--- src/rtl/reg_file_pkg.sv ---
// reg_file_pkg: shared register-file constants and types for the decode/writeback slice
package reg_file_pkg;
  localparam int REG_ADDR_W = 5;
  localparam int REG_DATA_W = 32;
  localparam int NUM_REGS   = 32;
  localparam logic [4:0] ZERO_REG = 5'd0;
  localparam logic [4:0] RA_REG   = 5'd31;
  typedef logic [4:0]  reg_addr_t;
  typedef logic [31:0] reg_data_t;
endpackage

--- src/rtl/reg_read_port.sv ---
// reg_read_port: one combinational read port, $0 forced to zero, optional write bypass (REG_FILE_WRITE_BYPASS_EN)
module reg_read_port
  import reg_file_pkg::*;
#(
  parameter int DATA_W = REG_DATA_W,
  parameter int ADDR_W = REG_ADDR_W
) (
  input  logic [DATA_W-1:0] regs_i [2**ADDR_W],
  input  logic [ADDR_W-1:0] addr_i,
`ifdef REG_FILE_WRITE_BYPASS_EN
  input  logic              wr_en_i,
  input  logic [ADDR_W-1:0] wr_addr_i,
  input  logic [DATA_W-1:0] wr_data_i,
`endif
  output logic [DATA_W-1:0] data_o
);
`ifdef REG_FILE_WRITE_BYPASS_EN
  // $0 reads zero; a same-cycle write to the read address is forwarded
  always_comb
    data_o = (addr_i == '0) ? '0 : (wr_en_i && addr_i == wr_addr_i) ? wr_data_i : regs_i[addr_i];
`else
  // $0 reads zero; otherwise read the stored value
  always_comb
    data_o = (addr_i == '0) ? '0 : regs_i[addr_i];
`endif
endmodule

--- src/rtl/reg_file.sv ---
// reg_file: MIPS 32-entry register file with write-event counter; REG_FILE_WRITE_BYPASS_EN enables read bypass
module reg_file
  import reg_file_pkg::*;
#(
  parameter int DATA_W = REG_DATA_W,
  parameter int ADDR_W = REG_ADDR_W,
  parameter int CNT_W  = 16
) (
  input  logic              clk,
  input  logic              rst,
  input  logic [ADDR_W-1:0] rs_addr,
  input  logic [ADDR_W-1:0] rt_addr,
  output logic [DATA_W-1:0] rs_data,
  output logic [DATA_W-1:0] rt_data,
  input  logic              wr_en,
  input  logic [ADDR_W-1:0] wr_addr,
  input  logic [DATA_W-1:0] wr_data,
  output logic [CNT_W-1:0]  wr_count,
  output logic              wr_dropped
);
  localparam int N = 2**ADDR_W;
  logic [DATA_W-1:0] regs_q [N];
  logic [CNT_W-1:0]  cnt_q, cnt_d;
  logic              drop_q, drop_d;
  logic              commit;
  assign commit = wr_en && (wr_addr != '0);
  // next counter value and dropped-write pulse; gated by wr_en so X on wr_addr is harmless when idle
  always_comb begin
    cnt_d  = cnt_q + CNT_W'(commit);
    drop_d = wr_en && (wr_addr == '0);
  end
  // storage, counter and drop flag with asynchronous clear
  always_ff @(posedge clk or posedge rst) begin
    if (rst) begin
      for (int i = 0; i < N; i++) regs_q[i] <= '0;
      cnt_q  <= '0;
      drop_q <= 1'b0;
    end else begin
      if (commit) regs_q[wr_addr] <= wr_data;
      cnt_q  <= cnt_d;
      drop_q <= drop_d;
    end
  end
  assign wr_count   = cnt_q;
  assign wr_dropped = drop_q;
  reg_read_port #(.DATA_W(DATA_W), .ADDR_W(ADDR_W)) u_rs (
    .regs_i   (regs_q),
    .addr_i   (rs_addr),
`ifdef REG_FILE_WRITE_BYPASS_EN
    .wr_en_i  (wr_en),
    .wr_addr_i(wr_addr),
    .wr_data_i(wr_data),
`endif
    .data_o   (rs_data)
  );
  reg_read_port #(.DATA_W(DATA_W), .ADDR_W(ADDR_W)) u_rt (
    .regs_i   (regs_q),
    .addr_i   (rt_addr),
`ifdef REG_FILE_WRITE_BYPASS_EN
    .wr_en_i  (wr_en),
    .wr_addr_i(wr_addr),
    .wr_data_i(wr_data),
`endif
    .data_o   (rt_data)
  );
endmodule

--- config.mk ---
export PLATFORM = sky130hd
export DESIGN_NAME = reg_file
export DESIGN_NICKNAME = d
export VERILOG_FILES = /design/src/rtl/reg_file_pkg.sv /design/src/rtl/reg_read_port.sv /design/src/rtl/reg_file.sv
export SDC_FILE = /design/constraint.sdc
export NUM_CORES = 2
export LEC_CHECK = 0
export BUFFER_PORTS_ARGS = -buffer_cell sky130_fd_sc_hd__buf_2
export CAP_MARGIN = 20
export CORE_ASPECT_RATIO = 0.75
export CORE_MARGIN = 2
export CORE_UTILIZATION = 62
export CTS_CLUSTER_DIAMETER = 100
export CTS_CLUSTER_SIZE = 14
export DETAILED_ROUTE_END_ITERATION = 6
export MAX_ROUTING_LAYER = met4
export PLACE_DENSITY = 0.8
export SYNTH_ARGS = -nofsm -noshare
export SYNTH_HDL_FRONTEND = slang
export SYNTH_HIERARCHICAL = 1
export SYNTH_SLANG_ARGS = --single-unit
--- constraint.sdc ---
create_clock -name clk -period 57.5 [get_ports clk]
set_clock_uncertainty 0.05 [all_clocks]
set_input_delay 8.625 -clock clk [delete_from_list [all_inputs] [get_ports clk]]
set_output_delay 8.625 -clock clk [all_outputs]
set_load 0.03 [all_outputs]
Yosys cells after proc, flatten, opt, wreduce, memory -nomap -nowiden:

Index checks and enable logic that the tools add are counted.

* register bits after elaboration: 1041
* input port bits: 50
* word-level logic and storage cells: 60

* add/subtract/negate cells: 1
* order comparisons: 4
* muxes and demuxes: 11
* bitwise gates (word level): 3
* reduce and logical (&&, ||, !) cells: 7

Operator list (number)
* $bwmux 1024: 1
* $bmux 32 s5: 2
* $mux 32: 7
* $demux 32 s5: 1
* $ge 6x6->1 const B: 3
* $not 5->6: 3
* $add 16x1->16: 1
* $logic_not 5->1: 3
* $lt 6x1->1 const B: 1
* $reduce_bool 5->1: 1
* $logic_and 1x1->1: 3

Depth between registers and ports, before layout:

* depth in word-level cells: 6
* gate-level depth with buffers: 8
* gate-level depth less buffers: 7

Hierarchy:

Netlist, hierarchy kept.

Modules (own cells, without submodules)
* reg_file: times used 1, cells an instance 2348, area an instance 38785.9 um^2
* reg_read_port: times used 2, cells an instance 664, area an instance 8368.0 um^2

Worst setup path before layout:

No wires, ideal clock.

* kind: input-to-output
* from: input rs_addr[0]
* to: output rs_data[10]
* data arrival time: 10.426 ns
* data required time: 48.825 ns
* slack: 38.399 ns
* stages: 7
* path buffers: 4
* path through: buf_4 > inv_2 > buf_4 > buf_4 > clkbuf_1 > o2111ai_1 > a311oi_1

* word-level cells in the longest chain between the ends: 5

Ends and longest elaborated chain
* from (decl): line reg_file.sv:11 `input logic [ADDR_W-1:0] rs_addr,`
* $not 5->6 (not written as such): line reg_read_port.sv:24 `data_o = (addr_i == '0) ? '0 : regs_i[addr_i];`
* $bmux 32 s5: line reg_read_port.sv:24
* $mux 32 (not written as such) (2 in a row): line reg_read_port.sv:24
* $mux 32 (*): line reg_read_port.sv:24
* to (decl): line reg_file.sv:13 `output logic [DATA_W-1:0] rs_data,`

Mark *: on every way between the ends. The rest lies on a longest branch, timed or not. The select of a mux whose other input is x is not followed.

Final worst setup path:

* from: input rt_addr[2]
* to: output rt_data[30]

* word-level cells in the longest chain between the ends: 5

Ends and longest elaborated chain
* from (decl): line reg_file.sv:12 `input logic [ADDR_W-1:0] rt_addr,`
* $not 5->6 (not written as such): line reg_read_port.sv:24
* $bmux 32 s5: line reg_read_port.sv:24
* $mux 32 (not written as such) (2 in a row): line reg_read_port.sv:24
* $mux 32 (*): line reg_read_port.sv:24
* to (decl): line reg_file.sv:14 `output logic [DATA_W-1:0] rt_data,`

Marks and branches as above.

==> results by group <==
Critical path
  – CP required: 48.83 ns
  – Worst r2r path cells: 5
  – Critical-path maximum fanout: 58
  – CP Class: in2out
  – Worst EP arrival: 12.88 ns
  – Startpoint class of the critical path: input pin
  – CP endpoint kind: primary output

Hold path
  – Hold Path Class: reg2reg
  – Hold depth: 0

Drt
  – Drt via density: 7.57
  – First-pass DRT Iterations: 7
  – DRT antenna net count: 0
  – Wire per inst: 35.1 µm
  – DRC: 1
  – Final wirelength: 166,000 µm
  – Vias post-DR: 35,800
  – Initial DRC Count: 4,622

Timing
  – Final Hold Viols: 0
  – RSZ-0062 raised after global routing: false
  – Setup TNS Final: 0 ns
  – Fin crit share: 37.5%
  – FMAX: 0.0464 GHz
  – Slew Viols, Final: 0
  – Final Critical Period: 21.55 ns
  – Final setup violation count: 0
  – Worst-Margin Slew: 1.30 ns
  – Slew HR: 13.0%

Yosys
  – Synth Net Count: 3,729
  – Synth warnings: 6
  – Synth Area per Inst: 15.1 µm²
  – Post-synthesis sequential area ratio: 46.9%
  – Post-synth ARST share: 100%
  – Cells after Synth: 3,676
  – Post-synth EDFFs: 0
  – Number of synthesized register bits: 1,041
  – Area contributors post-synth: dfrtp_1 (47%), mux2_2 (19%), mux4_2 (18%)
  – Synth area leader: dfrtp_1
  – Distinct cell type count after synthesis: 46
  – Prevailing post-synth register cell: dfrtp_1
  – Post-synthesis cell area: 55,500 µm²
  – Yosys top cell area share: 46.9%

CTS
  – CTS tree: yes
  – Worst-skew pair later-pin latency: 0.67 ns
  – H-tree depth: 3
  – Clock net sink count: 1,041
  – Setup Buffers After CTS: 0
  – Num CTS Buffers: 84
  – Clock Tree Root: clkbuf_16
  – Post-CTS Hold Fix Bufs: 0
  – Post-CTS sizing: 0
  – Max clock buf depth: 3
  – Clock slew at reported path FFs: 0.06 ns

Floorplan
  – I/O pin count: 131
  – Area of the die: 92,000 µm²
  – Starting Density: 62.3%
  – # rows: 95
  – Placeable core area: 89,100 µm²
  – Chip width: 350 µm
  – Die Y: 263 µm

Pwr
  – Pleak: 25.2 nW
  – PwrDens: 33.3 nW/µm²
  – Total power: 0.00195 W
  – Peak supply drop: 31.2 µV

Run status
  – Failing checks: DRC
  – Status: complete, but fails checks

Cells and area
  – Fraction of layout cells with a size suffix above 1: 49.4%
  – Fill count: 6,254
  – Area grow syn2layout: 5.44%
  – Nets@finish: 3,595

Global route
  – Vias in the first global route: 35,300
  – Largest net degree at the start of global routing: 174
  – Congestion Overflow GR: 0
  – First-pass GRT wire length: 244,000 µm
  – GR Util All Layers: 37.6%
  – Antenna violations before repair: 22

Placed design
  – Hpwl dp: 95,400 µm
  – Buffers on Ports: 130
  – GPL Wtd Cong: 0.856

Job
  – Maxcap violations: 0
-- layout by cell type (no fill, tap or decap), types with 3 or more instances in the layout --
cell,Yosys,routed
and2_1,3,3
buf_2,160,125
nor2_1,21,6
and4_1,4,4
or2_2,1,3
dfrtp_1,1041,1041
mux2_1,112,112
o21ai_1,106,106
ha_1,3,3
a311oi_2,4,4
mux4_2,448,448
a22oi_1,64,64
xor2_1,4,4
diode_2,0,15
mux2_2,944,944
nand3_1,9,5
nand4b_1,4,4
and4bb_2,3,3
nand2_1,46,35
nand3_4,0,3
a221oi_1,48,48
a311oi_1,60,60
nor2_4,0,18
xnor2_1,10,10
nand2_2,0,11
a211oi_1,64,64
nor2b_1,68,66
nor2b_4,0,4
buf_8,2,4
o2111ai_1,16,16
nand4_1,6,6
o21ai_0,4,4
mux2i_1,128,128
clkbuf_16,0,89
buf_12,0,4
buf_4,43,74
-- cells in the mapped netlist, types with 4 or more instances --
cell / number
a211oi_1: 64
a221oi_1: 48
a22oi_1: 64
a311oi_1: 60
a311oi_2: 4
and4_1: 4
buf_2: 160
buf_4: 43
buf_6: 38
clkbuf_1: 180
clkbuf_4: 6
dfrtp_1: 1041
mux2_1: 112
mux2_2: 944
mux2i_1: 128
mux4_2: 448
nand2_1: 46
nand2b_1: 4
nand3_1: 9
nand4_1: 6
nand4b_1: 4
nor2_1: 21
nor2b_1: 68
o2111ai_1: 16
o21ai_0: 4
o21ai_1: 106
xnor2_1: 10
xor2_1: 4
-- state kept, by name (all words and copies together), names as in the netlist --
signal	cells
wr_count	16
regs_q	1024
wr_dropped	1
-- worst max-delay path: stages --
cell      delay [ns]
buf_8           0.38
buf_4           0.80
buf_4           0.78
or4_4           0.75
o21ai_1         0.17
a311oi_1        0.89
buf_2           0.36
-- layout make-up --
cell class	instances	area (µm²)	area share [%]
Multi-Input combinational cell	2201	27400	46.8
Sequential cell	1041	26100	44.5
Clock buffer	89	2230	3.80
Tap cell	1164	1460	2.49
Timing Repair Buffer	211	1360	2.32
Antenna cell	15	37.5	0.0641
Inverter	3	22.5	0.0385
Clock inverter	1	11.3	0.0192
-- per-stage QoR --
stage | hold WS (ns) | setup WS, ns | std cells | util, % | cell area (µm²)
after floorplan | 0.391 | 19.53 | 3676 | - | 55500
after global placement | 0.327 | 36.03 | 4616 | 63.1 | 56200
after CTS | 0.348 | 36.11 | 4708 | 65.6 | 58500
after detailed placement | 0.332 | 36.13 | 4618 | 63.1 | 56200
final | 0.347 | 35.95 | 4725 | 65.7 | 58500
after global routing | 0.360 | 35.98 | 4725 | 65.7 | 58500
-- layer usage --
layer  vias up  global-route usage, %  wire [µm]  part of all wire (%)
li1      13900                      -          -                     -
met1     19000                   53.3      64600                    39
met2      2312                   51.5      71700                    43
met3       507                   11.6      22200                    13
met4         0                   13.8       7290                   4.4
met5         -                      -          0                     0
-- logic make-up (layout without fill, tap and decap cells) --
family,after synthesis,count (layout),synth area share (%)
mux,1632,1632,41.9
simple gates,183,183,1.87
other cells,0,15,0
buf+inv,434,304,4.18
compound gates,369,369,4.84
xor+xnor,14,14,0.221
fa+ha+maj,3,3,0.0676
flops,1041,1041,46.9
-- power breakdown --
group / leakage (nW) / switching, W / internal, W / total [W]
registers: 13.4 / 0.000103 / 0.000871 / 0.000975
clock network: 1.10 / 0.000262 / 0.000272 / 0.000534
logic: 10.7 / 0.000191 / 0.000248 / 0.000439
total: 25.2 / 0.000556 / 0.00139 / 0.00195
-- path summary, 6_finish.rpt --
path	startpoint	to	slack (ns)
hold reg to reg	regs_q[1003]	regs_q[1003]	0.35
setup / recovery	rt_addr[2]	rt_data[30]	35.95
hold / removal	regs_q[1003]	regs_q[1003]	0.35
max in group asynchronous	rst	regs_q[5]	44.49
min in group asynchronous	rst	regs_q[721]	8.06
setup reg to reg	wr_count[0]	wr_count[8]	55.98
Note: power is estimated with default switching activity, not from simulation.
